### src/rtl/div_sequencer.sv
// Multicycle signed divide controller: restoring division on magnitudes, driving one
// shared external subtractor for operand negation, iteration and result sign fix-up.
module div_sequencer #(
    parameter int WIDTH = 32
) (
    input  logic             clock,
    input  logic             reset,
    input  logic             ctrl_DIV,
    input  logic [WIDTH-1:0] data_operandA,
    input  logic [WIDTH-1:0] data_operandB,
    output logic [WIDTH-1:0] sub_A,
    output logic [WIDTH-1:0] sub_B,
    input  logic [WIDTH-1:0] sub_S,
    output logic [WIDTH-1:0] data_result,
    output logic [WIDTH-1:0] data_remainder,
    output logic             data_exception,
    output logic             data_resultRDY,
    output logic             busy
);

    localparam int CNT_W = $clog2(WIDTH);
    localparam logic [CNT_W-1:0] LAST_ITER = CNT_W'(WIDTH - 1);

    typedef enum logic [2:0] {
        IDLE,
        NEG_A,
        NEG_B,
        ITER,
        NEG_Q,
        NEG_R,
        DONE
    } state_t;

    state_t state, state_next;

    // q_reg starts as |dividend| and shifts out dividend bits as quotient bits shift in.
    logic [WIDTH-1:0] q_reg;
    logic [WIDTH-1:0] r_reg;
    logic [WIDTH-1:0] d_reg;
    logic [CNT_W-1:0] count;
    logic             sign_q;
    logic             sign_r;
    logic             dz;

    logic [WIDTH-1:0] r_shift;
    logic             carry;
    logic             borrow;
    logic             accept;

    // A set top bit of R means the shifted partial remainder already exceeds any divisor.
    always_comb begin
        r_shift = {r_reg[WIDTH-2:0], q_reg[WIDTH-1]};
        carry   = r_reg[WIDTH-1];
        borrow  = (r_shift[WIDTH-1] ^ d_reg[WIDTH-1]) ? d_reg[WIDTH-1] : sub_S[WIDTH-1];
        accept  = carry | ~borrow;
    end

    // NOTE: sequential state uses non-blocking assignments so every register samples
    // the pre-edge values regardless of statement order.
    always_ff @(posedge clock or posedge reset) begin
        if (reset) begin
            state <= IDLE;
        end else begin
            state <= state_next;
        end
    end

    // NOTE: every combinational output gets a default before the case, so no path
    // leaves a signal unassigned and no latch is inferred.
    always_comb begin
        state_next = state;
        sub_A      = '0;
        sub_B      = '0;
        case (state)
            IDLE:  if (ctrl_DIV) state_next = NEG_A;
            NEG_A: begin
                sub_B      = q_reg;
                state_next = NEG_B;
            end
            NEG_B: begin
                sub_B      = d_reg;
                state_next = ITER;
            end
            ITER: begin
                sub_A = r_shift;
                sub_B = d_reg;
                if (count == LAST_ITER) state_next = NEG_Q;
            end
            NEG_Q: begin
                sub_B      = q_reg;
                state_next = NEG_R;
            end
            NEG_R: begin
                sub_B      = r_reg;
                state_next = DONE;
            end
            DONE:    state_next = IDLE;
            default: state_next = IDLE;
        endcase
    end

    assign busy           = (state != IDLE);
    assign data_resultRDY = (state == DONE);

    always_ff @(posedge clock or posedge reset) begin
        if (reset) begin
            q_reg          <= '0;
            r_reg          <= '0;
            d_reg          <= '0;
            count          <= '0;
            sign_q         <= 1'b0;
            sign_r         <= 1'b0;
            dz             <= 1'b0;
            data_result    <= '0;
            data_remainder <= '0;
            data_exception <= 1'b0;
        end else begin
            case (state)
                IDLE: begin
                    if (ctrl_DIV) begin
                        q_reg  <= data_operandA;
                        d_reg  <= data_operandB;
                        sign_q <= data_operandA[WIDTH-1] ^ data_operandB[WIDTH-1];
                        sign_r <= data_operandA[WIDTH-1];
                        dz     <= (data_operandB == '0);
                    end
                end
                NEG_A: begin
                    if (q_reg[WIDTH-1]) q_reg <= sub_S;
                end
                NEG_B: begin
                    if (d_reg[WIDTH-1]) d_reg <= sub_S;
                    r_reg <= '0;
                    count <= '0;
                end
                ITER: begin
                    if (accept) begin
                        r_reg <= sub_S;
                        q_reg <= {q_reg[WIDTH-2:0], 1'b1};
                    end else begin
                        r_reg <= r_shift;
                        q_reg <= {q_reg[WIDTH-2:0], 1'b0};
                    end
                    count <= count + CNT_W'(1);
                end
                NEG_Q: begin
                    if (sign_q) q_reg <= sub_S;
                end
                NEG_R: begin
                    // Outputs load here so they are already valid during the DONE pulse.
                    if (sign_r) r_reg <= sub_S;
                    data_result    <= dz ? '0 : q_reg;
                    data_remainder <= dz ? '0 : (sign_r ? sub_S : r_reg);
                    data_exception <= dz;
                end
                default: ;
            endcase
        end
    end

endmodule

### config.mk
export PLATFORM = sky130hd
export DESIGN_NAME = div_sequencer
export DESIGN_NICKNAME = d
export VERILOG_FILES = /design/src/rtl/div_sequencer.sv
export SDC_FILE = /design/constraint.sdc
export NUM_CORES = 1
export LEC_CHECK = 0
export CAP_MARGIN = 20
export CELL_PAD_IN_SITES_DETAIL_PLACEMENT = 0
export CELL_PAD_IN_SITES_GLOBAL_PLACEMENT = 2
export CORE_MARGIN = 2
export CORE_UTILIZATION = 33
export CTS_BUF_LIST = sky130_fd_sc_hd__clkbuf_8
export CTS_CLUSTER_SIZE = 10
export DETAILED_ROUTE_END_ITERATION = 8
export PLACE_DENSITY_LB_ADDON = 0.1
export SLEW_MARGIN = 10
export SYNTH_ARGS = -nofsm -noshare
export SYNTH_HDL_FRONTEND = slang
export SYNTH_SLANG_ARGS = --single-unit
### constraint.sdc
create_clock -name clock -period 10.4 [get_ports clock]
set_input_delay 1.56 -clock clock [delete_from_list [all_inputs] [get_ports clock]]
set_output_delay 1.56 -clock clock [all_outputs]
set_load 0.02 [all_outputs]
==> metrics.cfg <==
[timing]
clock_skew_ps = 22.6
setup_viol = 0
final_max_slew_viol_count = 0
clock.fmax_ghz = 0.208
tightest_slew_ps = 1020
period_minus_slack_ps = 4800
finalHoldViolations = 0
fin_tns_setup_ps = 0
rsz0062_at_grt = no
slew-limit-headroom_pct = 32.2
fin_crit_sh_pct = 46.1
timing.final.ws_setup_ps = 5600

[clock_tree]
insertion_delay_ps = 470
cts_max_path_buffers = 2
clock-sinks = 172
cts_tree = yes
root_buffer = clkbuf_8
post_cts_resized = 0
postCtsSetupBuffers = 0
numCtsBuffers = 17
cts-htree-levels = 4
path_clk_slew_ps = 100
postCtsHoldBufs = 0

[power_and_ir_drop]
p_leak_nw = 5.23
ir_worst_vdd_mv = 0.124
power_mw = 3.37
powerDensity_nw_per_um2 = 276

[placed_design]
hpwl_um = 22200
post-place-ws_ps = 6100
numPortBuffers = 229
gp_congestion = 0.759

[logic_synthesis]
yosys-mux-area-fraction_pct = 7.98
ys_async_sr_fraction_pct = 100
ys_ff_latch = 172
synth_ff_type = dfrtp_1
syn-num-nets = 1140
synth_edf_count = 0
synth_fa_ha_area_share_pct = 0.269
ys_seq_area_share_pct = 46.2
synth.avg_cell_area_sq_um = 8.96
synthXorXnorAreaFrac_pct = 0.0941
synth.cell_area_sq_um = 9310
syn_inst = 1039
yosysUniqueCellTypes = 48
yosys_warnings = 0
synth_simple_gate_area_share_pct = 17.3
synth_compound_area_share_pct = 21.7
synth_top_family_by_area = compound AO/OA/AOI/OAI gates

[critical_path]
r2r_start = state[0]$_DFFE_PP0P_
cp-start-kind = register
crit_required_ps = 8840
r2r-end = r_reg[30]$_DFFE_PP0P_
rrSetupSlack_ps = 6950
cp-end-kind = output port
arrival_ps = 3240
worst-setup-path-type = reg2out
worst-path-max-fanout = 78
rr_worst_depth = 5

[flow_run]
cap_violations = 0

[drt]
drcViolationCount = 0
vias = 8531
ant_nets = 0
drt-total-wl_um = 34400
detail_route.vias_per_cell = 5.33
routedWlPerCell_um = 21.5
drt_iter0_drc = 938
first_pass_iters = 8

[min_path]
hold_path_depth = 2
hp-start = data_remainder[28]$_DFFE_PP0N_
holdPathEnd = data_remainder[28]$_DFFE_PP0N_
worstHoldPathType = reg2reg

[floorplanning]
die_w_um = 172
row_count = 61
dieArea_sq_um = 29600
pin_count = 230
coreArea_sq_um = 27800
die_h_um = 172
initial_core_util_pct = 33.5

[grt]
antenna_found_initial = 0
grtUsageTotal_pct = 23.6
overflow = 0
grt_max_degree = 90
grt_pass1_vias = 8426
grt_pass1_wl_um = 52400

[run_status]
status = complete, no violations

[finish]
finalNetCount = 1310
drive_gt1_share_pct = 7.69
diodes = 0
final_common_cell = clkdlybuf4s50_1
n_fill_cell = 2825
syn_to_final_growth_pct = 31.0
mostFrequentLayoutCells = clkdlybuf4s50_1, nand2_1, dfrtp_1

worst max-delay path, cell delays in order, from the launching register on:
cell and delay, ps:
dfrtp_4 680, buf_4 710, and2b_1 380, a22oi_1 210, o21ai_0 170, clkdlybuf4s50_1 600
worst max-delay path by stage:
stage | start | to | slack [ps] | cells past startpoint
floorplan | reset | count[0]$_DFFE_PP0N_ | 4180 | 1
global placement | state[0]$_DFFE_PP0P_ | sub_B[27] | 6110 | 5
detailed placement | state[0]$_DFFE_PP0P_ | sub_B[27] | 6100 | 5
CTS | state[0]$_DFFE_PP0P_ | sub_B[27] | 5560 | 5
global route | state[0]$_DFFE_PP0P_ | sub_B[27] | 5410 | 5
finish | state[0]$_DFFE_PP0P_ | sub_B[27] | 5600 | 5
power breakdown:
part           total (mW)  switching, mW  internal, mW
Combinational        1.69          0.916         0.770
Sequential           1.18          0.278         0.897
Clock               0.506          0.280         0.226
Total                3.37           1.47          1.89
layout make-up:
cell class | count | area (sq um) | area share [%]
Clock buffer | 18 | 248 | 2.03
Clock inverter | 14 | 159 | 1.30
Inverter | 34 | 133 | 1.09
Multi-Input combinational cell | 739 | 4460 | 36.6
Sequential cell | 172 | 4310 | 35.4
Tap cell | 378 | 473 | 3.88
Timing Repair Buffer | 245 | 2410 | 19.8
synth_stat cells, types with 2 or more instances:
library cell,count,area [sq um]
nor3_1,2,10.0
o21ai_0,62,310
a21oi_1,62,310
nand3_1,5,25.0
nor2_1,64,240
ha_1,2,25.0
inv_1,33,124
a22oi_1,68,510
nand3b_1,2,15.0
mux2_1,5,56.3
o21bai_1,2,15.0
and3_1,32,200
a21o_1,2,15.0
o31ai_1,33,248
nand2_1,199,747
and2_1,2,12.5
dfrtp_1,172,4300
a222oi_1,32,320
buf_6,4,45.0
nor4bb_1,2,20.0
nand4_1,2,12.5
mux2i_1,36,360
nor4_1,8,50.1
a22o_1,2,17.5
buf_4,11,82.6
buf_1,3,11.3
o21ai_1,36,180
clkbuf_1,36,135
nand2b_1,34,213
mux2_2,29,327
buf_2,40,200
metal layers:
| metal | share of wire [%] | global-route usage (%) | vias up |
|---|---|---|---|
| li1 | - | - | 4032 |
| met3 | 5.3 | 3.39 | 18 |
| met1 | 45 | 33.2 | 4187 |
| met2 | 48 | 38.3 | 294 |
| met4 | 1.1 | 5.63 | 0 |
| met5 | 0 | 0 | - |
cells by family after synthesis:
family | count (synthesis)
XOR/XNOR | 1
AO/OA/AOI/OAI | 307
multiplexers | 70
AND/OR/NAND/NOR | 359
flip-flops | 172
buffers and inverters | 128
adder cells (fa/ha/maj) | 2
stage by stage:
step	cells	hold slack [ps]	util, %	instance area [sq um]
detailed placement	1568	462	42.4	11800
finish	1600	482	43.9	12200
floorplan	1039	445	-	9310
CTS	1600	487	43.9	12200
global placement	1568	459	42.4	11800
global route	1600	504	43.9	12200
(Power assumes the default switching activity.)
